### src/rtl/mem_mshr_queue.sv
`default_nettype none
// ============================================================================
// mem_mshr_queue : MSHR table with per-entry latency countdown, duplicate and
//                  overflow rejection, and at most one fill per cycle.
// Revision       : 1.0
// ============================================================================
module mem_mshr_queue #(
   parameter int NUM_ENTRIES = 4,
   parameter int ADDR_W      = 27,
   parameter int LAT_W       = 5,
   parameter int WARP_W      = 3,
   parameter int SCB_W       = 2,
   parameter int MASK_W      = 8
) (
   input  logic                                 clk,
   input  logic                                 rst,
   input  logic                                 req_valid,
   input  logic [ADDR_W-1:0]                    req_addr,
   input  logic [LAT_W-1:0]                     req_latency,
   input  logic [WARP_W-1:0]                    req_warp,
   input  logic [SCB_W-1:0]                     req_scb,
   input  logic [MASK_W-1:0]                    req_mask,
   input  logic [4:0]                           req_reg,
   output logic                                 neg_fb_valid,
   output logic [WARP_W-1:0]                    neg_fb_warp,
   output logic [SCB_W-1:0]                     neg_fb_scb,
   output logic [ADDR_W-1:0]                    neg_fb_addr,
   output logic                                 fill_valid,
   output logic [ADDR_W-1:0]                    fill_addr,
   output logic [WARP_W-1:0]                    fill_warp,
   output logic [SCB_W-1:0]                     fill_scb,
   output logic [MASK_W-1:0]                    fill_mask,
   output logic [4:0]                           fill_reg,
   output logic                                 full,
   output logic [$clog2(NUM_ENTRIES+1)-1:0]     occupancy
);

   localparam int IDX_W = $clog2(NUM_ENTRIES);
   localparam int OCC_W = $clog2(NUM_ENTRIES+1);

   logic [NUM_ENTRIES-1:0] r_valid;
   logic [ADDR_W-1:0]      r_addr [NUM_ENTRIES];
   logic [WARP_W-1:0]      r_warp [NUM_ENTRIES];
   logic [SCB_W-1:0]       r_scb  [NUM_ENTRIES];
   logic [MASK_W-1:0]      r_mask [NUM_ENTRIES];
   logic [4:0]             r_reg  [NUM_ENTRIES];
   logic [LAT_W-1:0]       r_cnt  [NUM_ENTRIES];
   logic [OCC_W-1:0]       r_occ;
   logic                   r_full;

   logic                   r_neg_valid;
   logic [WARP_W-1:0]      r_neg_warp;
   logic [SCB_W-1:0]       r_neg_scb;
   logic [ADDR_W-1:0]      r_neg_addr;
   logic                   r_fill_valid;
   logic [ADDR_W-1:0]      r_fill_addr;
   logic [WARP_W-1:0]      r_fill_warp;
   logic [SCB_W-1:0]       r_fill_scb;
   logic [MASK_W-1:0]      r_fill_mask;
   logic [4:0]             r_fill_reg;

   logic                   w_match;
   logic                   w_free_found;
   logic [IDX_W-1:0]       w_free_idx;
   logic                   w_rel_found;
   logic [IDX_W-1:0]       w_rel_idx;
   logic                   w_accept;
   logic                   w_reject;
   logic [LAT_W-1:0]       w_lat_eff;
   logic [OCC_W-1:0]       w_occ_next;

   // All decisions look only at pre-edge state, so an entry released this
   // edge still blocks a matching or overflowing request.
   always_comb begin
      w_match      = 1'b0;
      w_free_found = 1'b0;
      w_free_idx   = '0;
      w_rel_found  = 1'b0;
      w_rel_idx    = '0;
      for (int i = 0; i < NUM_ENTRIES; i++) begin
         if (r_valid[i] && (r_addr[i] == req_addr)) begin
            w_match = 1'b1;
         end
         if (!r_valid[i] && !w_free_found) begin
            w_free_found = 1'b1;
            w_free_idx   = IDX_W'(i);
         end
         if (r_valid[i] && (r_cnt[i] == '0) && !w_rel_found) begin
            w_rel_found = 1'b1;
            w_rel_idx   = IDX_W'(i);
         end
      end
   end

   assign w_accept   = req_valid & ~r_full & ~w_match & w_free_found;
   assign w_reject   = req_valid & (r_full | w_match);
   assign w_lat_eff  = (req_latency == '0) ? LAT_W'(1) : req_latency;
   assign w_occ_next = r_occ + OCC_W'(w_accept) - OCC_W'(w_rel_found);

   always_ff @(posedge clk or negedge rst) begin
      if (!rst) begin
         r_valid <= '0;
         for (int i = 0; i < NUM_ENTRIES; i++) begin
            r_addr[i] <= '0;
            r_warp[i] <= '0;
            r_scb[i]  <= '0;
            r_mask[i] <= '0;
            r_reg[i]  <= '0;
            r_cnt[i]  <= '0;
         end
         r_occ        <= '0;
         r_full       <= 1'b0;
         r_neg_valid  <= 1'b0;
         r_neg_warp   <= '0;
         r_neg_scb    <= '0;
         r_neg_addr   <= '0;
         r_fill_valid <= 1'b0;
         r_fill_addr  <= '0;
         r_fill_warp  <= '0;
         r_fill_scb   <= '0;
         r_fill_mask  <= '0;
         r_fill_reg   <= '0;
      end else begin
         for (int i = 0; i < NUM_ENTRIES; i++) begin
            if (w_rel_found && (w_rel_idx == IDX_W'(i))) begin
               r_valid[i] <= 1'b0;
            end else if (r_valid[i] && (r_cnt[i] != '0)) begin
               r_cnt[i] <= r_cnt[i] - LAT_W'(1);
            end
            // The allocated slot was invalid pre-edge, so it never collides with the release.
            if (w_accept && (w_free_idx == IDX_W'(i))) begin
               r_valid[i] <= 1'b1;
               r_addr[i]  <= req_addr;
               r_warp[i]  <= req_warp;
               r_scb[i]   <= req_scb;
               r_mask[i]  <= req_mask;
               r_reg[i]   <= req_reg;
               r_cnt[i]   <= w_lat_eff;
            end
         end
         r_fill_valid <= w_rel_found;
         if (w_rel_found) begin
            r_fill_addr <= r_addr[w_rel_idx];
            r_fill_warp <= r_warp[w_rel_idx];
            r_fill_scb  <= r_scb[w_rel_idx];
            r_fill_mask <= r_mask[w_rel_idx];
            r_fill_reg  <= r_reg[w_rel_idx];
         end
         r_neg_valid <= w_reject;
         if (w_reject) begin
            r_neg_warp <= req_warp;
            r_neg_scb  <= req_scb;
            r_neg_addr <= req_addr;
         end
         r_occ  <= w_occ_next;
         r_full <= (w_occ_next == OCC_W'(NUM_ENTRIES));
      end
   end

   assign neg_fb_valid = r_neg_valid;
   assign neg_fb_warp  = r_neg_warp;
   assign neg_fb_scb   = r_neg_scb;
   assign neg_fb_addr  = r_neg_addr;
   assign fill_valid   = r_fill_valid;
   assign fill_addr    = r_fill_addr;
   assign fill_warp    = r_fill_warp;
   assign fill_scb     = r_fill_scb;
   assign fill_mask    = r_fill_mask;
   assign fill_reg     = r_fill_reg;
   assign full         = r_full;
   assign occupancy    = r_occ;

endmodule
`default_nettype wire

### config.mk
export PLATFORM = sky130hd
export DESIGN_NAME = mem_mshr_queue
export DESIGN_NICKNAME = d
export VERILOG_FILES = /design/src/rtl/mem_mshr_queue.sv
export SDC_FILE = /design/constraint.sdc
export NUM_CORES = 1
export LEC_CHECK = 0
export BUFFER_PORTS_ARGS = -buffer_cell sky130_fd_sc_hd__buf_4
export CORE_AREA = 2 2 141 171
export CTS_CLUSTER_DIAMETER = 50
export CTS_CLUSTER_SIZE = 20
export DETAILED_ROUTE_END_ITERATION = 12
export DIE_AREA = 0 0 143 173
export PLACE_DENSITY = 0.86
export SLEW_MARGIN = 20
export SYNTH_ARGS = -nofsm -noshare
export SYNTH_HDL_FRONTEND = slang
export SYNTH_SLANG_ARGS = --single-unit
### constraint.sdc
create_clock -name clk -period 7.85 [get_ports clk]
set_input_delay 0.3925 -clock clk [delete_from_list [all_inputs] [get_ports clk]]
set_output_delay 0.3925 -clock clk [all_outputs]
set_load 0.01 [all_outputs]
==> results_dict.tcl, run 1 <==
set metrics [dict create \
    clock_latency_ps 530 \
    cp.required_ps 8250 \
    netlist_instances 1030 \
    finalHoldViolCount 11 \
    placed_cell_area_mm2 0.0146 \
    rsz0062_at_grt "no" \
    finalMaxSlewViolations 0 \
    pre_cts_ws_ps 3940 \
    post-route-min-period_ps 3630 \
    critPathSlowestCell "buf_4" \
    wl_met3_um 2010 \
    final.setup.tns_ps 0 \
    grt_pass1_wl_um 50600 \
    area_growth_pct 14.1 \
    cp_cell_sequence "inv_1 -> ha_1 -> nor4b_1 -> nand2_1 -> and4_4 -> a31oi_4 -> buf_4 -> mux2_2 -> a222oi_1 -> a21oi_1" \
    gp_congestion 0.887 \
    numPortBuffers 135 \
    skew_ps 12.1 \
    post_cts_resized 0 \
    die_h_um 173 \
    grt_max_degree 128 \
    synth-seq-cells 287 \
    via_count 8808 \
    violations "negative hold slack" \
    ys.flop_type "dfrtp_1" \
    drive_above_1_share 0.376 \
    place_hpwl_um 20500 \
    yosysSeqAreaShare 0.527 \
    finalCritPeriodShare 0.462 \
    worstPathArrival_ps 4020 \
    ys_types 43 \
    grt_pass1_vias 9182 \
    cap_violations 0 \
    cts_inserted_buffers 25 \
    reg2regPathDepth 10 \
    dieArea_mm2 0.0247 \
    fin_ws_ps 4220 \
    met2WireLength_um 16200 \
    p_leak_uw 0.00668 \
    grt_usage 0.260 \
    reg.largest.list "r_addr x108, r_mask x32" \
    dieWidth_um 143 \
    critPathMaxStageDelay_ps 630 \
    final_cell_mix "dfrtp_1, mux2_2, buf_4, xor2_1, xnor2_1" \
    drt-met1-wl_um 12500 \
    max_freq_mhz 276 \
    synth_warnings 0 \
    cts_root_buf "clkbuf_16" \
    largest_reg_flops 108 \
    cts.sinks 287 \
    endpoint_kind "flip-flop" \
    drtPass1Iterations 6 \
    outcome "finished with violations" \
    finalSetupViolations 0 \
    path_max_fanout 47 \
    drtIter0Drc 791 \
    h-tree-depth 1 \
    route.detailed.wl_per_inst_um 21.8 \
    synth_nets 1092 \
    ant_nets 0 \
    netlist_area_mm2 0.0136 \
    ys_async_sr_fraction 1.00 \
    via_per_inst 6.04 \
    whs_ps -39.7 \
    path_class "flip-flop to flip-flop" \
    core.rowCount 61 \
    cts.path.max_buffers 3 \
    wirelength_um 31800 \
    diodes 0 \
    ir_drop_mv 0.291 \
    p_per_area_mw_per_mm2 444 \
    final_area_mm2 0.0155 \
    postCtsHoldBufs 0 \
    nets 1188 \
    pin_count 136 \
    syn_avg_cell_area_um2 13.2 \
    min_path_type "input port to asynchronous set/reset pin" \
    final_common_cell "dfrtp_1" \
    synth-edff-count 0 \
    cts_tree "built" \
    topRoutingLayerUsed "met4" \
    antenna_found_initial 0 \
    overflow 0 \
    drc 0 \
    worst_slew_pin_slew_ps 980 \
    clk_pin_slew_ps 70 \
    largest_register "r_addr" \
    start_util 0.593 \
    relSlewSlack 0.346 \
    critPathLaunchType "flip-flop" \
    core-area_mm2 0.0230 \
    cts_setup_buffers 0 \
]
==> area by class of cell <==
cell class              instances  area [um2]
repair buffers                149        1160
fillers                      1621        7440
well taps                     315         394
flip-flops and latches        287        7180
clock inverters                17         234
clock buffers                  28         637
multi-input cells             646        5870
inverters                      17        63.8
==> cell families after synthesis <==
group | synth area share
xor gates and xnor gates | 0.0798
DFF | 0.527
AOI/OAI and AO/OA | 0.0571
adders and majority gates | 0.00882
muxes | 0.229
buffers and inverters | 0.0433
and+or+nand+nor | 0.0551
==> per-stage QoR <==
stage / total power (uW) / std cells / util
2_1_floorplan: 4640 / 1030 / -
3_3_place_gp: 5420 / 1412 / 0.636
3_5_place_dp: 5560 / 1412 / 0.636
4_1_cts: 6890 / 1457 / 0.674
5_1_grt: 7300 / 1459 / 0.676
6_report: 6900 / 1459 / 0.676
==> power by group <==
| part | switching (uW) | internal, uW |
|---|---|---|
| sequential | 582 | 2250 |
| combinational | 1290 | 1470 |
| clock | 576 | 731 |
| total | 2450 | 4440 |
==> layer usage <==
metal  GRT usage  up-vias
met2       0.449      325
met5           0        -
met4      0.0974        0
met1       0.328     4520
met3      0.0410       70
li1            -     3893
==> cell usage after synthesis, types with 2 or more instances <==
library cell,number,share of area
dfrtp_1,287,0.53
inv_1,17,0.0047
clkbuf_1,21,0.0058
mux2_1,43,0.036
nor3_1,3,0.0011
buf_6,21,0.017
o21ai_0,6,0.0022
mux2_2,228,0.19
mux2i_1,6,0.0044
a21oi_1,45,0.017
nand3_1,3,0.0011
xnor2_1,60,0.039
buf_4,8,0.0044
nand4_1,16,0.0074
nor2_1,49,0.014
a222oi_1,45,0.033
nand2b_1,5,0.0023
nor4_4,2,0.0031
nor4b_1,2,0.0013
or3_1,3,0.0014
nor4_1,24,0.011
buf_2,30,0.011
nand2_1,16,0.0044
xor2_1,64,0.041
ha_1,8,0.0074
==> critical path, delay by kind of cell, from the launching register on <==
family	cells	cell delay [ps]
mux	1	430
simple gates	3	1050
compound gates	3	690
buf+inv	2	700
fa+ha+maj	1	170
flops	1	410
==> final timing paths <==
check                                            start                          end  slack (ps)
min reg2reg                neg_fb_addr[18]$_DFFE_PN0P_  neg_fb_addr[18]$_DFFE_PN0P_         490
max in group asynchronous                          rst       r_mask[20]$_DFFE_PN0P_        6550
max reg2reg                       r_cnt[5]$_DFFE_PN0P_     fill_addr[1]$_DFFE_PN0P_        4220
min                                                rst      r_addr[100]$_DFFE_PN0P_         -40
min in group clk                           req_mask[7]       r_mask[31]$_DFFE_PN0P_         110
max                               r_cnt[5]$_DFFE_PN0P_     fill_addr[1]$_DFFE_PN0P_        4220
No activity file was read; power rests on OpenSTA's default activity.
==> run 2, diff against run 1 <==
--- a/config.mk
+++ b/config.mk
@@ -6,12 +6,12 @@
 export NUM_CORES = 1
 export LEC_CHECK = 0
 export BUFFER_PORTS_ARGS = -buffer_cell sky130_fd_sc_hd__buf_4
-export CORE_AREA = 2 2 141 171
+export CORE_AREA = 2 2 142 172
 export CTS_CLUSTER_DIAMETER = 50
 export CTS_CLUSTER_SIZE = 20
 export DETAILED_ROUTE_END_ITERATION = 12
-export DIE_AREA = 0 0 143 173
-export PLACE_DENSITY = 0.86
+export DIE_AREA = 0 0 144 174
+export PLACE_DENSITY = 0.85
 export SLEW_MARGIN = 20
 export SYNTH_ARGS = -nofsm -noshare
 export SYNTH_HDL_FRONTEND = slang
==> constraint.sdc (replaced) <==
create_clock -name clk -period 3.6 [get_ports clk]
set_input_delay 0.18 -clock clk [delete_from_list [all_inputs] [get_ports clk]]
set_output_delay 0.18 -clock clk [all_outputs]
set_load 0.01 [all_outputs]
==> run 2 against run 1 <==
The flow now finishes without violations. Largest cell class unchanged. Non-clock buffer count is 59 higher. Critical endpoint is now full$_DFF_PN0_. Design area grew 3.9%. Final cell count rose by 4.5%. Clock skew rose by 4.1 ps. Worst setup slack lost 4100 ps.
==> results_dict.tcl, run 2 (synthesis results as in run 1) <==
set metrics [dict create \
    cts.path.max_buffers 3 \
    final_cell_mix "dfrtp_1, mux2_2, buf_4, xor2_1, xnor2_1" \
    cap_violations 0 \
    drc 0 \
    relSlewSlack 0.341 \
    h-tree-depth 1 \
    via_per_inst 5.95 \
    final_common_cell "dfrtp_1" \
    rr_startpoint "r_addr[58]$_DFFE_PN0P_" \
    route.detailed.wl_per_inst_um 21.8 \
    p_leak_uw 0.00697 \
    reg2regPathDepth 13 \
    cts_tree "built" \
    final_core_util 0.687 \
    max_freq_mhz 291 \
    area_growth_pct 18.6 \
    path_max_fanout 3 \
    regArea_mm2 0.00718 \
    clock_latency_ps 540 \
    cts_root_buf "clkbuf_16" \
    grt_usage 0.268 \
    cts_setup_buffers 0 \
    nets 1247 \
    dieArea_mm2 0.0251 \
    critPathLaunchType "flip-flop" \
    path_class "flip-flop to flip-flop" \
    post-route-min-period_ps 3440 \
    dieWidth_um 144 \
    largest_register "r_addr" \
    grt_pass1_vias 9618 \
    ir_drop_mv 0.636 \
    fillers 1628 \
    finalCritPeriodShare 0.956 \
    die_h_um 174 \
    min_path_type "input port to flip-flop" \
    finalSetupViolations 0 \
    finalMaxSlewViolations 0 \
    core.rowCount 62 \
    grt_pass1_wl_um 52500 \
    power_frac_comb 0.411 \
    clock_power_share 0.187 \
    ant_nets 0 \
    gp_congestion 0.938 \
    worst_slew_pin_slew_ps 989 \
    p_seq_frac 0.402 \
    drtPass1Iterations 6 \
    multi_input_area_mm2 0.00586 \
    endpoint "full$_DFF_PN0_" \
    place_hpwl_um 21200 \
    clk_pin_slew_ps 80 \
    overflow 0 \
    endpoint_kind "flip-flop" \
    via_count 9065 \
    pin_count 136 \
    cts.sinks 287 \
    drtIter0Drc 780 \
    drive_above_1_share 0.367 \
    cts_inserted_buffers 25 \
    final.setup.tns_ps 0 \
    rsz0062_at_grt "no" \
    grt_max_degree 132 \
    p_per_area_mw_per_mm2 941 \
    numPortBuffers 135 \
    core-area_mm2 0.0235 \
    start_util 0.579 \
    largest_reg_flops 108 \
    p_int_uw 9620 \
    skew_ps 16.2 \
    wirelength_um 33200 \
    worstPathArrival_ps 3880 \
    r2r-end "full$_DFF_PN0_" \
    finalHoldViolCount 0 \
    startpoint "r_addr[58]$_DFFE_PN0P_" \
    r2r_setup_slack_ps 160 \
    p_sw_uw 5570 \
    cp.required_ps 4040 \
    switching_share 0.366 \
    reg.largest.list "r_addr x108, r_mask x32" \
    outcome "finished clean" \
    antenna_found_initial 1 \
]
## run 2: cell count changes in the layout (fill, tap and decap cells not counted), sizes merged
cell / before / now
buf: 149 / 158
bufinv: 4 / 1
clkbuf: 28 / 27
clkinv: 6 / 7
clkinvlp: 5 / 1
diode: 0 / 1
dlygate4sd3: 0 / 50
inv: 19 / 26
## run 2: what timing repair did
action / CTS / global route
hold buffers: 50 / 0
gates resized for setup: 0 / 1
endpoints found under the hold margin: 349 / 0
endpoints found under the setup margin: 0 / 1
## run 2: routing by layer
layer | vias up | global-route usage | part of all wire
li1 | 4021 | - | -
met1 | 4646 | 0.332 | 0.39
met2 | 314 | 0.467 | 0.52
met3 | 84 | 0.0402 | 0.054
met4 | 0 | 0.111 | 0.041
met5 | - | 0 | 0
## run 2: stage by stage
step	std cells	power, uW	setup WS, ps	hold slack, ps	cell area, um2
after global placement	1427	11900	278	375	14800
after floorplan	1030	10100	758	-116	13600
after CTS	1522	15200	139	14.5	16100
after global routing	1524	16000	45.8	53.9	16100
after detailed placement	1427	12200	223	376	14800
final	1524	15200	158	24.3	16100
## run 2: area by class of cell
| cell class | instances | share of cell area |
|---|---|---|
| Tap cell | 320 | 0.0248 |
| Sequential cell | 287 | 0.445 |
| Antenna cell | 1 | 0.000155 |
| Multi-Input combinational cell | 646 | 0.363 |
| Inverter | 17 | 0.00395 |
| Timing Repair Buffer | 208 | 0.109 |
| Clock inverter | 18 | 0.0143 |
| Clock buffer | 27 | 0.0398 |
## run 2: worst max-delay path: stages (launching register included)
cell	delay, ps
dfrtp_1	410
xor2_1	160
nor4_1	450
nand3_1	140
nor4_1	410
or2_2	260
nor3_1	80
o31ai_1	120
ha_1	170
inv_1	40
ha_1	180
fa_1	410
xnor2_1	240
nor3b_1	270
## run 2: power groups by stage
stage	clock, uW	combinational [uW]	sequential [uW]
after floorplan	0	4070	6040
final	2830	6250	6110
after global placement	0	5940	5990
after CTS	2870	6260	6060
after global routing	3000	6740	6290
after detailed placement	0	6140	6100
## run 2: worst min-delay path by stage
stage	startpoint	end	cells after the start	slack [ps]
after CTS	req_latency[0]	r_cnt[10]$_DFFE_PN0P_	3	10
after global placement	rst	r_mask[12]$_DFFE_PN0P_	1	370
after floorplan	rst	fill_addr[0]$_DFFE_PN0P_	0	-120
final	req_latency[0]	r_cnt[10]$_DFFE_PN0P_	3	20
after global routing	req_latency[0]	r_cnt[5]$_DFFE_PN0P_	3	50
after detailed placement	rst	fill_mask[4]$_DFFE_PN0P_	1	380
==> run 3, diff against run 2 <==
--- a/config.mk
+++ b/config.mk
@@ -6,12 +6,14 @@
 export NUM_CORES = 1
 export LEC_CHECK = 0
 export BUFFER_PORTS_ARGS = -buffer_cell sky130_fd_sc_hd__buf_4
-export CORE_AREA = 2 2 142 172
+export CELL_PAD_IN_SITES_DETAIL_PLACEMENT = 1
+export CELL_PAD_IN_SITES_GLOBAL_PLACEMENT = 2
+export CORE_AREA = 2 2 170 205
 export CTS_CLUSTER_DIAMETER = 50
 export CTS_CLUSTER_SIZE = 20
 export DETAILED_ROUTE_END_ITERATION = 12
-export DIE_AREA = 0 0 144 174
-export PLACE_DENSITY = 0.85
+export DIE_AREA = 0 0 172 207
+export PLACE_DENSITY = 0.84
 export SLEW_MARGIN = 20
 export SYNTH_ARGS = -nofsm -noshare
 export SYNTH_HDL_FRONTEND = slang
==> run 3 against run 2 <==
Wire length is 11% higher. Sequential share of layout area is 1.2 points lower. Total power is 3.8% higher. Fmax is 3.8% higher. Critical endpoint is now fill_addr[24]$_DFFE_PN0P_. Largest cell class unchanged. Largest power group unchanged.
==> results_dict.tcl, run 3 (synthesis results as in run 1) <==
set metrics [dict create \
    overflow 0 \
    numPortBuffers 135 \
    ir_drop_mv 0.557 \
    critPathLaunchType "flip-flop" \
    worstPathArrival_ps 3720 \
    hold_path_depth 3 \
    clk_pin_slew_ps 70 \
    clock_latency_ps 580 \
    gp_congestion 0.822 \
    dieArea_mm2 0.0356 \
    cts_inserted_buffers 30 \
    critPathTopFamily "simple AND/OR/NAND/NOR gates" \
    rr_startpoint "r_cnt[6]$_DFFE_PN0P_" \
    regArea_mm2 0.00718 \
    path_max_fanout 35 \
    area_growth_pct 21.9 \
    r2r_setup_slack_ps 280 \
    cts.sinks 287 \
    hold_start "req_valid" \
    core.rowCount 74 \
    p_per_area_mw_per_mm2 950 \
    critPathSlowestCell "a222oi_1" \
    final.setup.tns_ps 0 \
    grt_usage 0.212 \
    min_path_type "input port to flip-flop" \
    pin_count 136 \
    diodes 0 \
    nets 1260 \
    drive_above_1_share 0.380 \
    post-route-min-period_ps 3320 \
    fin_ws_ps 284 \
    rsz0062_at_grt "no" \
    finalSetupViolations 0 \
    grt_pass1_vias 10052 \
    cts_root_buf "clkbuf_16" \
    finalCritPeriodShare 0.921 \
    critPathMaxStageDelay_ps 540 \
    final_cell_mix "dfrtp_1, mux2_2, buf_4, xor2_1, xnor2_1" \
    reg.largest.list "r_addr x108, r_mask x32" \
    cts_setup_buffers 0 \
    fillers 3439 \
    ant_nets 0 \
    drtPass1Iterations 5 \
    largest_register "r_addr" \
    cp.required_ps 4000 \
    h-tree-depth 1 \
    outcome "finished clean" \
    drtIter0Drc 588 \
    route.detailed.wl_per_inst_um 22.0 \
    drc 0 \
    dieWidth_um 172 \
    cp_num_buf_inv 2 \
    largest_reg_flops 108 \
    via_count 9016 \
    grt_max_degree 92 \
    wirelength_um 37000 \
    die_h_um 207 \
    p_leak_uw 0.00709 \
    max_freq_mhz 302 \
    cts_tree "built" \
    cp_cell_sequence "inv_1 -> ha_1 -> nor4b_1 -> nand2_1 -> and4_4 -> a31oi_4 -> buf_12 -> mux2_2 -> a222oi_1 -> a21oi_1" \
    pre_cts_ws_ps 136 \
    path_class "flip-flop to flip-flop" \
    cts.path.max_buffers 3 \
    grt_pass1_wl_um 58300 \
    finalHoldViolCount 0 \
    reg2regPathDepth 10 \
    endpoint_kind "flip-flop" \
    cap_violations 0 \
    start_util 0.404 \
    r2r-end "fill_addr[24]$_DFFE_PN0P_" \
    core-area_mm2 0.0337 \
    antenna_found_initial 0 \
    via_per_inst 5.37 \
    finalMaxSlewViolations 0 \
    hold_path_end "r_cnt[4]$_DFFE_PN0P_" \
    final_common_cell "dfrtp_1" \
    relSlewSlack 0.351 \
    skew_ps 25.9 \
    multi_input_area_mm2 0.00590 \
    place_hpwl_um 24000 \
    worst_slew_pin_slew_ps 974 \
]
## run 3: cell types whose count changed in the layout (fill, tap and decap cells not counted), sizes merged
cell         previous run  this run
inv                    26        25
diode                   1         0
buf                   158       165
clkinv                  7         8
clkbuf                 27        35
dlygate4sd3            50        51
clkinvlp                1         4
## run 3: cell type report
type	instances	area share
Clock inverter	21	0.0137
Inverter	17	0.00384
Multi-Input combinational cell	646	0.355
Timing Repair Buffer	216	0.111
Sequential cell	287	0.433
Clock buffer	35	0.0488
Tap cell	456	0.0344
## run 3: layer usage
| layer | up-vias | routed length [um] | global-route usage |
|---|---|---|---|
| met5 | - | 0 | 0 |
| met4 | 0 | 1070 | 0.0701 |
| met3 | 58 | 1780 | 0.0323 |
| met2 | 204 | 19400 | 0.380 |
| met1 | 4712 | 14700 | 0.258 |
| li1 | 4042 | - | - |
## run 3: worst min-delay path: cells and delay by family
family | cells | cell delay (ps)
AND/OR/NAND/NOR | 1 | 210
buffers and inverters | 1 | 140
multiplexers | 1 | 110
## run 3: how the worst max path moves through the flow
stage	from	end	depth (start not counted)	slack (ps)
after floorplan	r_cnt[0]$_DFFE_PN0P_	full$_DFF_PN0_	12	760
after global routing	r_addr[42]$_DFFE_PN0P_	full$_DFF_PN0_	14	20
after global placement	r_addr[34]$_DFFE_PN0P_	r_scb[4]$_DFFE_PN0P_	8	200
final	r_cnt[6]$_DFFE_PN0P_	fill_addr[24]$_DFFE_PN0P_	10	280
after detailed placement	r_addr[34]$_DFFE_PN0P_	r_addr[69]$_DFFE_PN0P_	8	140
after CTS	r_addr[34]$_DFFE_PN0P_	r_addr[73]$_DFFE_PN0P_	8	100
## run 3: where the power goes
| group | internal, uW | leakage (uW) | total, uW | switching (uW) |
|---|---|---|---|---|
| registers | 4900 | 0.00338 | 6090 | 1190 |
| logic | 3340 | 0.00321 | 6450 | 3110 |
| clock network | 1750 | 0.000496 | 3220 | 1470 |
## run 3: metrics by stage
| step | total power (uW) | cells | utilization | hold slack (ps) | instance area (um2) |
|---|---|---|---|---|---|
| 2_1_floorplan | 10100 | 1030 | - | -116 | 13600 |
| 3_3_place_gp | 12200 | 1570 | 0.445 | 235 | 15000 |
| 3_5_place_dp | 12500 | 1570 | 0.445 | 240 | 15000 |
| 4_1_cts | 15900 | 1677 | 0.491 | 93.2 | 16600 |
| 5_1_grt | 16800 | 1678 | 0.493 | 117 | 16600 |
| 6_report | 15800 | 1678 | 0.493 | 118 | 16600 |
## run 3: repair_timing
| action | in CTS | in global routing |
|---|---|---|
| setup endpoints to repair | 0 | 1 |
| resized for setup | 0 | 5 |
| hold endpoints to repair | 311 | 0 |
| hold buffers | 51 | 0 |
